==> src/rtl/lock_pkg.sv <==
// Shared types and constants for the canal lock chamber controller:
// FSM state encoding, level type and switch/request bit positions.
package lock_pkg;

  typedef enum logic [2:0] {
    IDLE,
    OUTER_OPEN,
    INNER_OPEN,
    FILL,
    DRAIN
  } lock_state_t;

  localparam int LVL_W_DEF = 7;
  typedef logic [LVL_W_DEF-1:0] level_t;

  // Door/pump requests occupy the low bits so they can be sliced as a group
  localparam int REQ_OUTER = 0;
  localparam int REQ_INNER = 1;
  localparam int REQ_FILL  = 2;
  localparam int REQ_DRAIN = 3;
  localparam int N_REQ     = 4;
  localparam int SW_ARR    = 4;
  localparam int SW_DEPT   = 5;
  localparam int N_SW      = 6;

  function automatic logic multi_req(input logic [N_REQ-1:0] r);
    return (r & (r - 1'b1)) != '0;
  endfunction

endpackage

==> src/rtl/lock_chamber_ctrl_if.sv <==
// Board-side bundle of chamber switches and indicator outputs.
// master = switch/LED board, slave = chamber controller.
interface lock_chamber_ctrl_if #(
  parameter int LVL_W = 7
);
  logic             arr_sw;
  logic             dept_sw;
  logic             toggle_outer_sw;
  logic             toggle_inner_sw;
  logic             fill_sw;
  logic             drain_sw;
  logic             arr_led;
  logic             dept_led;
  logic             toggle_outer_led;
  logic             toggle_inner_led;
  logic             filling;
  logic             draining;
  logic [LVL_W-1:0] water_level;
  logic             reject;

  modport master (
    output arr_sw, dept_sw, toggle_outer_sw, toggle_inner_sw, fill_sw, drain_sw,
    input  arr_led, dept_led, toggle_outer_led, toggle_inner_led,
           filling, draining, water_level, reject
  );

  modport slave (
    input  arr_sw, dept_sw, toggle_outer_sw, toggle_inner_sw, fill_sw, drain_sw,
    output arr_led, dept_led, toggle_outer_led, toggle_inner_led,
           filling, draining, water_level, reject
  );
endinterface

==> src/rtl/lock_rate_timer.sv <==
// Free-running pump-tick prescaler plus a rate counter that emits one step
// pulse every `div` ticks; clr zeroes and holds the rate counter.
module lock_rate_timer #(
  parameter int TICK_DIV = 50_000_000,
  parameter int RATE_W   = 4
) (
  input  logic              clk,
  input  logic              reset,
  input  logic              clr,
  input  logic [RATE_W-1:0] div,
  output logic              step
);
  localparam int PRE_W = (TICK_DIV > 1) ? $clog2(TICK_DIV) : 1;
  localparam logic [PRE_W-1:0] PRE_LAST = PRE_W'(TICK_DIV - 1);

  logic [PRE_W-1:0]  pre_q, pre_d;
  logic [RATE_W-1:0] rate_q, rate_d;
  logic              tick;

  always_comb begin
    tick   = (pre_q == PRE_LAST);
    pre_d  = tick ? '0 : pre_q + 1'b1;
    rate_d = rate_q;
    step   = 1'b0;
    if (clr) begin
      rate_d = '0;
    end else if (tick) begin
      if (rate_q >= div - 1'b1) begin
        rate_d = '0;
        step   = 1'b1;
      end else begin
        rate_d = rate_q + 1'b1;
      end
    end
  end

  always_ff @(posedge clk) begin
    if (!reset) begin
      pre_q  <= '0;
      rate_q <= '0;
    end else begin
      pre_q  <= pre_d;
      rate_q <= rate_d;
    end
  end

endmodule

==> src/rtl/lock_chamber_ctrl.sv <==
// Lock chamber controller: door interlocks, fill/drain pumping, notice LEDs.
// Optional AUTO_EQUALISE_EN: mismatched door toggle pumps toward that side.
//
// state      | meaning
// IDLE       | doors shut, pumps off
// OUTER_OPEN | outer door open
// INNER_OPEN | inner door open
// FILL       | fill pump running, level rising
// DRAIN      | drain pump running, level falling
module lock_chamber_ctrl
  import lock_pkg::*;
#(
  parameter int LVL_W       = LVL_W_DEF,
  parameter int OUTER_LVL   = 40,
  parameter int INNER_LVL   = 60,
  parameter int TOL         = 3,
  parameter int TICK_DIV    = 50_000_000,
  parameter int FILL_TICKS  = 8,
  parameter int DRAIN_TICKS = 7
) (
  input logic               clk,
  input logic               reset,
  lock_chamber_ctrl_if.slave bus
);
  localparam logic [LVL_W-1:0]    OUTER_L  = LVL_W'(OUTER_LVL);
  localparam logic [LVL_W-1:0]    INNER_L  = LVL_W'(INNER_LVL);
  localparam logic signed [LVL_W:0] TOL_S  = (LVL_W+1)'(TOL);
  localparam int RATE_MAX = (FILL_TICKS > DRAIN_TICKS) ? FILL_TICKS : DRAIN_TICKS;
  localparam int RATE_W   = $clog2(RATE_MAX + 1);

  logic [N_SW-1:0]  sw_raw, sw1_q, sw1_d, sw2_q, sw2_d, sw_edge;
  logic [N_REQ-1:0] req;
  lock_state_t      state_q, state_d;
  logic [LVL_W-1:0] level_q, level_d;
  logic arr_q, arr_d, dept_q, dept_d;
  logic door_out_q, door_out_d, door_in_q, door_in_d;
  logic fill_q, fill_d, drain_q, drain_d;
  logic reject_q, reject_d;
  logic step, pump_clr;
  logic [RATE_W-1:0] rate_div;
`ifdef AUTO_EQUALISE_EN
  logic eq_out_q, eq_out_d, eq_in_q, eq_in_d;
`endif

  function automatic logic near(input logic [LVL_W-1:0] lvl, input logic [LVL_W-1:0] tgt);
    logic signed [LVL_W:0] diff;
    diff = $signed({1'b0, lvl}) - $signed({1'b0, tgt});
    return (diff <= TOL_S) && (diff >= -TOL_S);
  endfunction

  assign sw_raw = {bus.dept_sw, bus.arr_sw, bus.drain_sw, bus.fill_sw,
                   bus.toggle_inner_sw, bus.toggle_outer_sw};

  // Rate counter only advances while pumping, so every pump start begins fresh
  assign pump_clr = !(state_q == FILL || state_q == DRAIN);
  assign rate_div = (state_q == FILL) ? RATE_W'(FILL_TICKS) : RATE_W'(DRAIN_TICKS);

  lock_rate_timer #(
    .TICK_DIV (TICK_DIV),
    .RATE_W   (RATE_W)
  ) u_rate_timer (
    .clk   (clk),
    .reset (reset),
    .clr   (pump_clr),
    .div   (rate_div),
    .step  (step)
  );

  always_comb begin
    sw1_d    = sw_raw;
    sw2_d    = sw1_q;
    sw_edge  = sw1_q & ~sw2_q;
    req      = sw_edge[N_REQ-1:0];
    state_d  = state_q;
    level_d  = level_q;
    reject_d = 1'b0;
    arr_d    = arr_q;
    dept_d   = dept_q;
`ifdef AUTO_EQUALISE_EN
    eq_out_d = eq_out_q;
    eq_in_d  = eq_in_q;
`endif
    if (multi_req(req)) begin
      reject_d = 1'b1;
    end else begin
      case (state_q)
        IDLE: begin
          if (req[REQ_OUTER]) begin
            if (near(level_q, OUTER_L)) state_d = OUTER_OPEN;
            else begin
`ifdef AUTO_EQUALISE_EN
              eq_out_d = 1'b1;
              state_d  = (level_q > OUTER_L) ? DRAIN : FILL;
`else
              reject_d = 1'b1;
`endif
            end
          end else if (req[REQ_INNER]) begin
            if (near(level_q, INNER_L)) state_d = INNER_OPEN;
            else begin
`ifdef AUTO_EQUALISE_EN
              eq_in_d = 1'b1;
              state_d = (level_q > INNER_L) ? DRAIN : FILL;
`else
              reject_d = 1'b1;
`endif
            end
          end else if (req[REQ_FILL]) begin
            if (level_q < INNER_L) state_d = FILL;
            else reject_d = 1'b1;
          end else if (req[REQ_DRAIN]) begin
            if (level_q > OUTER_L) state_d = DRAIN;
            else reject_d = 1'b1;
          end
        end
        OUTER_OPEN: begin
          if (req[REQ_OUTER]) state_d = IDLE;
          else if (|req) reject_d = 1'b1;
        end
        INNER_OPEN: begin
          if (req[REQ_INNER]) state_d = IDLE;
          else if (|req) reject_d = 1'b1;
        end
        FILL: begin
          if (|req) begin
`ifdef AUTO_EQUALISE_EN
            if (eq_out_q || eq_in_q) begin
              state_d  = IDLE;
              reject_d = 1'b1;
            end else
`endif
            if (req[REQ_FILL]) state_d = IDLE;
            else reject_d = 1'b1;
          end else if (step) begin
            level_d = level_q + 1'b1;
            if (level_d == INNER_L) state_d = IDLE;
`ifdef AUTO_EQUALISE_EN
            if (eq_out_q && near(level_d, OUTER_L)) state_d = OUTER_OPEN;
            if (eq_in_q && near(level_d, INNER_L)) state_d = INNER_OPEN;
`endif
          end
        end
        DRAIN: begin
          if (|req) begin
`ifdef AUTO_EQUALISE_EN
            if (eq_out_q || eq_in_q) begin
              state_d  = IDLE;
              reject_d = 1'b1;
            end else
`endif
            if (req[REQ_DRAIN]) state_d = IDLE;
            else reject_d = 1'b1;
          end else if (step) begin
            level_d = level_q - 1'b1;
            if (level_d == OUTER_L) state_d = IDLE;
`ifdef AUTO_EQUALISE_EN
            if (eq_out_q && near(level_d, OUTER_L)) state_d = OUTER_OPEN;
            if (eq_in_q && near(level_d, INNER_L)) state_d = INNER_OPEN;
`endif
          end
        end
        default: state_d = IDLE;
      endcase
    end
`ifdef AUTO_EQUALISE_EN
    if (state_d != FILL && state_d != DRAIN) begin
      eq_out_d = 1'b0;
      eq_in_d  = 1'b0;
    end
`endif
    // Notice clear on door entry, but a same-cycle notice edge wins
    if (state_d == OUTER_OPEN && state_q != OUTER_OPEN) arr_d = 1'b0;
    if (state_d == INNER_OPEN && state_q != INNER_OPEN) dept_d = 1'b0;
    if (sw_edge[SW_ARR])  arr_d  = 1'b1;
    if (sw_edge[SW_DEPT]) dept_d = 1'b1;
    door_out_d = (state_d == OUTER_OPEN);
    door_in_d  = (state_d == INNER_OPEN);
    fill_d     = (state_d == FILL);
    drain_d    = (state_d == DRAIN);
  end

  always_ff @(posedge clk) begin
    if (!reset) begin
      sw1_q      <= '0;
      sw2_q      <= '0;
      state_q    <= IDLE;
      level_q    <= OUTER_L;
      arr_q      <= 1'b0;
      dept_q     <= 1'b0;
      door_out_q <= 1'b0;
      door_in_q  <= 1'b0;
      fill_q     <= 1'b0;
      drain_q    <= 1'b0;
      reject_q   <= 1'b0;
`ifdef AUTO_EQUALISE_EN
      eq_out_q   <= 1'b0;
      eq_in_q    <= 1'b0;
`endif
    end else begin
      sw1_q      <= sw1_d;
      sw2_q      <= sw2_d;
      state_q    <= state_d;
      level_q    <= level_d;
      arr_q      <= arr_d;
      dept_q     <= dept_d;
      door_out_q <= door_out_d;
      door_in_q  <= door_in_d;
      fill_q     <= fill_d;
      drain_q    <= drain_d;
      reject_q   <= reject_d;
`ifdef AUTO_EQUALISE_EN
      eq_out_q   <= eq_out_d;
      eq_in_q    <= eq_in_d;
`endif
    end
  end

  assign bus.arr_led          = arr_q;
  assign bus.dept_led         = dept_q;
  assign bus.toggle_outer_led = door_out_q;
  assign bus.toggle_inner_led = door_in_q;
  assign bus.filling          = fill_q;
  assign bus.draining         = drain_q;
  assign bus.water_level      = level_q;
  assign bus.reject           = reject_q;

endmodule

==> src/flat_wrapper.sv <==
// flat-port wrapper written by rule: the top's interface ports become plain ports
module lock_chamber_ctrl_flat import lock_pkg::*;
#(
  parameter int LVL_W       = LVL_W_DEF,
  parameter int OUTER_LVL   = 40,
  parameter int INNER_LVL   = 60,
  parameter int TOL         = 3,
  parameter int TICK_DIV    = 50_000_000,
  parameter int FILL_TICKS  = 8,
  parameter int DRAIN_TICKS = 7
)
  (clk, reset, bus_arr_sw, bus_dept_sw, bus_toggle_outer_sw, bus_toggle_inner_sw, bus_fill_sw, bus_drain_sw, bus_arr_led, bus_dept_led, bus_toggle_outer_led, bus_toggle_inner_led, bus_filling, bus_draining, bus_water_level, bus_reject);
  lock_chamber_ctrl_if #(.LVL_W(LVL_W)) bus_i ();
  input logic clk;
  input logic reset;
  input wire logic [$bits(bus_i.arr_sw)-1:0] bus_arr_sw;
  input wire logic [$bits(bus_i.dept_sw)-1:0] bus_dept_sw;
  input wire logic [$bits(bus_i.toggle_outer_sw)-1:0] bus_toggle_outer_sw;
  input wire logic [$bits(bus_i.toggle_inner_sw)-1:0] bus_toggle_inner_sw;
  input wire logic [$bits(bus_i.fill_sw)-1:0] bus_fill_sw;
  input wire logic [$bits(bus_i.drain_sw)-1:0] bus_drain_sw;
  output wire logic [$bits(bus_i.arr_led)-1:0] bus_arr_led;
  output wire logic [$bits(bus_i.dept_led)-1:0] bus_dept_led;
  output wire logic [$bits(bus_i.toggle_outer_led)-1:0] bus_toggle_outer_led;
  output wire logic [$bits(bus_i.toggle_inner_led)-1:0] bus_toggle_inner_led;
  output wire logic [$bits(bus_i.filling)-1:0] bus_filling;
  output wire logic [$bits(bus_i.draining)-1:0] bus_draining;
  output wire logic [$bits(bus_i.water_level)-1:0] bus_water_level;
  output wire logic [$bits(bus_i.reject)-1:0] bus_reject;
  assign bus_i.arr_sw = bus_arr_sw;
  assign bus_i.dept_sw = bus_dept_sw;
  assign bus_i.toggle_outer_sw = bus_toggle_outer_sw;
  assign bus_i.toggle_inner_sw = bus_toggle_inner_sw;
  assign bus_i.fill_sw = bus_fill_sw;
  assign bus_i.drain_sw = bus_drain_sw;
  assign bus_arr_led = bus_i.arr_led;
  assign bus_dept_led = bus_i.dept_led;
  assign bus_toggle_outer_led = bus_i.toggle_outer_led;
  assign bus_toggle_inner_led = bus_i.toggle_inner_led;
  assign bus_filling = bus_i.filling;
  assign bus_draining = bus_i.draining;
  assign bus_water_level = bus_i.water_level;
  assign bus_reject = bus_i.reject;
  lock_chamber_ctrl #(.LVL_W(LVL_W), .OUTER_LVL(OUTER_LVL), .INNER_LVL(INNER_LVL), .TOL(TOL), .TICK_DIV(TICK_DIV), .FILL_TICKS(FILL_TICKS), .DRAIN_TICKS(DRAIN_TICKS)) u_core (.clk(clk), .reset(reset), .bus(bus_i));
endmodule
==> config.mk <==
export PLATFORM = sky130hd
export DESIGN_NAME = lock_chamber_ctrl_flat
export DESIGN_NICKNAME = d
export VERILOG_FILES = /design/src/rtl/lock_pkg.sv /design/src/rtl/lock_chamber_ctrl_if.sv /design/src/rtl/lock_rate_timer.sv /design/src/rtl/lock_chamber_ctrl.sv /design/src/flat_wrapper.sv
export SDC_FILE = /design/constraint.sdc
export NUM_CORES = 1
export LEC_CHECK = 0
export CAP_MARGIN = 10
export CORE_UTILIZATION = 35
export CTS_BUF_LIST = sky130_fd_sc_hd__clkbuf_8
export CTS_CLUSTER_DIAMETER = 100
export CTS_CLUSTER_SIZE = 28
export DETAILED_ROUTE_END_ITERATION = 12
export PLACE_DENSITY = 0.48
export SETUP_SLACK_MARGIN = 0.05
export SYNTH_ARGS = -nofsm -noshare
export SYNTH_HDL_FRONTEND = slang
export SYNTH_SLANG_ARGS = --single-unit
==> constraint.sdc <==
create_clock -name clk -period 6.75 [get_ports clk]
set_clock_uncertainty 0.15 [all_clocks]
set_input_delay 1.0125 -clock clk [delete_from_list [all_inputs] [get_ports clk]]
set_output_delay 1.0125 -clock clk [all_outputs]
set_load 0.005 [all_outputs]
# Word level (Yosys, flattened, before mapping)
# Index checks and enable logic that the tools add are counted.
totals:
  ramBits: 0
  memories: 0
  inputBits: 8
  latchBits: 0
  word_cells: 115
  out_inout_bits: 14
  mem_bits_ro: 0
  register_bits: 59
classes:
  mux: 51
  n_reduce_logical: 14
  n_mul: 0
  magnitude_cmp: 7
  n_addsub: 8
  bitwise: 5
  div_mod_pow: 0
  n_shift: 0
  eq_ne: 17
ops:
  columns: ["op", "n"]
  rows:
  - ["$mux 3", 19]
  - ["$mux 7", 4]
  - ["$add 26x1->26 const B", 1]
  - ["$eq 26x26->1 const B", 1]
  - ["$mux 1", 23]
  - ["$ge 8x3->1 const B", 2]
  - ["$le 8x3->1 const B", 2]
  - ["$sub 7x6->8 const B", 2]
  - ["$pmux 3 s5", 1]
  - ["$eq 7x6->1 const B", 2]
  - ["$pmux 7 s2", 1]
  - ["$eq 3x2->1 const B", 4]
  - ["$mux 4", 2]
  - ["$sub 4x1->4 const B", 2]
  - ["$add 7x1->7 const B", 1]
  - ["$gt 7x6->1 const B", 1]
  - ["$lt 7x6->1 const B", 1]
  - ["$sub 7x1->7 const B", 1]
  - ["$and 6x6->6", 1]
  - ["$eq 3x1->1 const B", 2]
  - ["$eq 3x3->1 const B", 2]
  - ["$not 6->6", 1]
  - ["$reduce_and 6->1", 1]
  - ["$reduce_bool 2->1", 3]
  - ["16 further kinds", 22]

# Depth between registers and ports, before layout
logic_depth:
  ltp_word: 15
  depth_mapped: 11
  ltp_nobuf: 10

# Hierarchy
# From an unflattened synthesis, not the netlist that was laid out.
unflattened:
  cells_unflattened: 390
  area_unflattened_um2: 3324.4
modules_own_cells:
  columns: ["mod", "instances", "cells_per_inst", "area_each_um2", "seq_area_each_um2"]
  rows:
  - ["lock_chamber_ctrl", 1, 215, 1805.5, 580.6]
  - ["lock_rate_timer", 1, 175, 1519.0, 600.6]

# Least setup slack after synthesis
# Ideal clock, no wire load.
synth_timing:
  kind: "reg-to-reg"
  startpoint: "register u_core.state_q[2]"
  endpoint: "register u_core.dept_q (netlist: u_core.bus.dept_led)"
  t_required_ns: 6.470
  stages_incl_launch_ff: 11
  path_buffers: 0
  slack_ns: 4.130
  synth_period_minus_slack_ns: 2.620
  arrival_ns: 2.340
  setup_ns: 0.130
  cell_sequence: "dfxtp_1 nand3b_1 inv_1 ha_1 nand2b_1 a31o_2 nand4b_1 nor4_2 or3_2 a2111oi_0 a21oi_1"
synth_via:
  elab_chain_len: 14
  elab_cells_between_ends: 36
  cone_classes: "add/sub: 1; order compare: 1; eq/ne: 6; mux: 24; reduce/logical: 4"
synth_lines:
  columns: ["item", "line_no", "rtl"]
  rows:
  - ["from (decl)", "lock_chamber_ctrl.sv:33", "lock_state_t state_q, state_d;"]
  - ["from (signal assigned)", "lock_chamber_ctrl.sv:202", "state_q <= state_d;"]
  - ["$eq 3x2->1", "lock_chamber_ctrl.sv:55, lock_chamber_ctrl.sv:56, lock_chamber_ctrl.sv:86", null]
  - ["$mux 4", "lock_chamber_ctrl.sv:56", "assign rate_div = (state_q == FILL) ? RATE_W'(FILL_TICKS) : RATE_W'(DRAIN_TICKS);"]
  - ["$sub 4x1->4", "lock_rate_timer.sv:28", "if (rate_q >= div - 1'b1) begin"]
  - ["$ge 4x4->1", "lock_rate_timer.sv:28", null]
  - ["$mux 1", "lock_rate_timer.sv:28", null]
  - ["$mux 1", "lock_rate_timer.sv:27", "end else if (tick) begin"]
  - ["$mux 1", "lock_rate_timer.sv:25", "if (clr) begin"]
  - ["$mux 3 (on tied branches)", "lock_chamber_ctrl.sv:153, lock_chamber_ctrl.sv:134", null]
  - ["$mux 3 (on tied branches)", "lock_chamber_ctrl.sv:144, lock_chamber_ctrl.sv:125", null]
  - ["$pmux 3 s5", "lock_chamber_ctrl.sv:86", "case (state_q)"]
  - ["$mux 3", "lock_chamber_ctrl.sv:83", "if (multi_req(req)) begin"]
  - ["$eq 3x2->1", "lock_chamber_ctrl.sv:173", "if (state_d == INNER_OPEN && state_q != INNER_OPEN) dept_d = 1'b0;"]
  - ["$logic_and 1x1->1 (*)", "lock_chamber_ctrl.sv:173", null]
  - ["$reduce_bool 2->1 (no source line) (*)", null, null]
  - ["to (signal assigned)", "lock_chamber_ctrl.sv:205", "dept_q <= dept_d;"]
  - ["to (decl)", "lock_chamber_ctrl.sv:35", "logic arr_q, arr_d, dept_q, dept_d;"]
# Mark *: on every way between the ends. The rest lies on a longest branch, timed or not.
# A chain may end at the register's enable or synchronous reset.

# Final worst setup path
layout_timing:
  startpoint: "input reset"
  endpoint: "register u_core.u_rate_timer.pre_q[18]"
layout_via:
  elab_chain_len: 2
layout_lines:
  columns: ["item", "line_no", "rtl"]
  rows:
  - ["from (decl)", "flat_wrapper.sv:15", "input logic reset;"]
  - ["$not 1->1 (no source line)", null, null]
  - ["$reduce_or 2->1 (no source line)", null, null]
  - ["to (signal assigned)", "lock_rate_timer.sv:42", "pre_q <= pre_d;"]
  - ["to (decl)", "lock_rate_timer.sv:16", "logic [PRE_W-1:0] pre_q, pre_d;"]
# No other way between the ends.

==> results.md <==
* Clock tree buffer depth at 2
* Post-Route WL at 6.78 mm
* Crit path cell chain: clkdlybuf4s50_1 -> nand2_1 -> a21oi_1
* P_leak at 1.34 nW
* Mux cell area share after synthesis at 0.00318
* Relative slew slack at 0.335
* Die height at 96.9 um
* Slowest CP cell: clkdlybuf4s50_1
* Layout cells sized above 1 at 0.0795
* Leading area contributor after synthesis: dfxtp_1
* PwrDens at 216 nW/um^2
* Post-layout min period at 3.13 ns
* Compound-Gate Fraction of Synth Area at 0.128
* Initial DRT Pass Iterations at 4
* # setup viols final at 0
* Cell area after synthesis at 3150 um^2
* Diode count at 0
* Total core area at 8720 um^2
* Post-synth top area share at 0.375
* First-pass GRT wire length at 11.7 mm
* FMAX at 319 MHz
* Initial antenna violation count at 0
* Setup TNS at 0 ns
* Main combinational cell family by area after synthesis: simple AND/OR/NAND/NOR gates
* Adder-cell share of the synthesized area at 0.0500
* Nets at 404
* Sequential fraction of the synthesis area at 0.375
* # IOs at 22
* Post-synth EDFFs at 0
* Flop pwr share at 0.474
* Total track usage at 0.153
* Post-CTS Resized at 0
* Final Cycle Share at 0.464
* CP bufs+invs at 1
* CP endpoint kind: flip-flop
* Psw at 0.202 mW
* Avg Inst Size Synth at 8.56 um^2
* Die extent in x at 96.9 um
* Setup CP Type: input port to flip-flop
* Num CTS Buffers at 9
* Yosys Warn Count at 0
* Max_cap viols at 0
* Mapped Cells at 368
* GR Overflow Total at 0
* CP Max Fanout at 33
* Clock transition at path regs at 0.07 ns
* Wire per inst at 13.6 um
* Clock Latency Late Sink at 0.34 ns
* Peak VDD IR at 0.000112 V
* Most numerous cell in the Yosys netlist: dfxtp_1
* Area grow syn2layout at 14.9%
* Status: finished clean
* Vias in the first global route at 2465
* CP top delay family: buffers and inverters
* HP Class: flip-flop to flip-flop
* Share of total power in the clock network at 0.426
* DR iter-0 viols at 55
* Asr flop ratio synth at 0
* # hold bufs at CTS at 0
* Flops & latches, synth at 59
* CP peak stage delay at 1.12 ns
* Routability cong. at 0.839
* Net Sw Frac at 0.259
* Cell-internal power at 0.580 mW
* Final routed DRC violation total at 0
* Final Max Slew Viols at 0
* Top FF cell, synth: dfxtp_1
* Crit path DAT at 3.23 ns
* Most frequent cells after synthesis: dfxtp_1 (59), nand2_1 (32), nor2_1 (32)
* CTS tree: done
* Syn nets at 387
* Logic pwr share at 0.100
* Clock net sink count at 59
* PortBufs at 21
* Ranking of synthesized cells by area: dfxtp_1 (37%), xor2_1 (4.7%), ha_1 (4.4%)
* Antenna viol nets, final at 0
* Crit path launch type: input port
* Initial Util at 0.361
* Final Hold Viols at 0
* Post-synthesis simple-gate area fraction at 0.334
* H-tree depth at 3
* Actual slew at the worst max-slew pin at 0.994 ns
* Number of setup buffers added after CTS at 0
* Root Driver: clkbuf_8
* FP Rows at 34
* Distinct cells, synth at 63
* Vias/cell at 5.16
* Pin count of the biggest net entering global routing at 34
* RSZ-0062 raised after global routing: false
* DR vias at 2568
* Slack of the critical path at 3.62 ns
* Place WS at 3.14 ns
* Required @ worst endpoint at 6.85 ns
* Synth Area in XOR/XNOR at 0.0751
* DIE AREA at 9380 um^2
* Final HPWL DP at 4.70 mm
cell families (layout without fill, tap and decap cells):
logic type / count (synthesis) / after routing
AOI/OAI and AO/OA: 62 / 62
xor gates and xnor gates: 27 / 27
adders and majority gates: 13 / 13
buffers and inverters: 24 / 46
DFF: 59 / 59
muxes: 1 / 1
and+or+nand+nor: 182 / 182
metal layers:
layer,vias to the layer above,track usage,part of all wire
li1,1335,-,-
met4,0,0.0482,0.013
met5,-,0,0
met3,8,0.0412,0.024
met2,27,0.243,0.46
met1,1198,0.201,0.51
cell usage in the layout (no fill, tap or decap), types with 10 or more instances in the layout:
cell type        instances
o21ai_0                 17
a21oi_1                 14
and2_1                  19
dfxtp_1                 59
nor2_1                  32
and3_1                  11
nand3_1                 17
xor2_1                  17
xnor2_1                 10
nand2_1                 32
clkbuf_8                10
clkdlybuf4s50_1         21
ha_1                    11
state kept, by name, summed over array words and instances (netlist names), 3 cells and up:
register / count
u_core.state_q: 3
u_core.sw1_q: 6
u_core.u_rate_timer.rate_q: 4
u_core.sw2_q: 6
u_core.bus.water_level: 7
u_core.u_rate_timer.pre_q: 26
path summary, 6_finish.rpt:
path                startpoint                       endpoint  slack, ns  depth (start not counted)
max reg2reg  u_core.state_q[1]            u_core.bus.dept_led       3.78                         10
min            u_core.sw1_q[5]                u_core.sw2_q[5]       0.30                          1
max                      reset  u_core.u_rate_timer.pre_q[18]       3.62                          3
min reg2reg    u_core.sw1_q[5]                u_core.sw2_q[5]       0.30                          1
final cells by class:
| class | instances | area (um^2) |
|---|---|---|
| clock buffers | 10 | 138 |
| clock inverters | 6 | 63.8 |
| fillers | 860 | 5100 |
| inverters | 9 | 33.8 |
| multi-input cells | 285 | 1860 |
| flip-flops and latches | 59 | 1180 |
| well taps | 108 | 135 |
| repair buffers | 21 | 210 |
through the flow:
stage / power [mW] / cell area, um^2 / hold WS [ns] / utilization / cells
2_1_floorplan: 0.431 / 3150 / 0.271 / - / 368
3_5_place_dp: 0.457 / 3420 / 0.287 / 0.392 / 482
6_report: 0.782 / 3620 / 0.299 / 0.415 / 498
4_1_cts: 0.796 / 3620 / 0.307 / 0.415 / 498
5_1_grt: 0.820 / 3620 / 0.332 / 0.415 / 498
3_3_place_gp: 0.457 / 3420 / 0.283 / 0.392 / 482
power by group through the flow:
stage	combinational, mW	sequential (mW)	clock (mW)
after floorplan	0.0564	0.375	0
after detailed placement	0.0790	0.378	0
after global routing	0.0872	0.372	0.361
final	0.0785	0.370	0.333
after CTS	0.0795	0.370	0.347
after global placement	0.0792	0.378	0
Power figures use the tool's default switching activity.
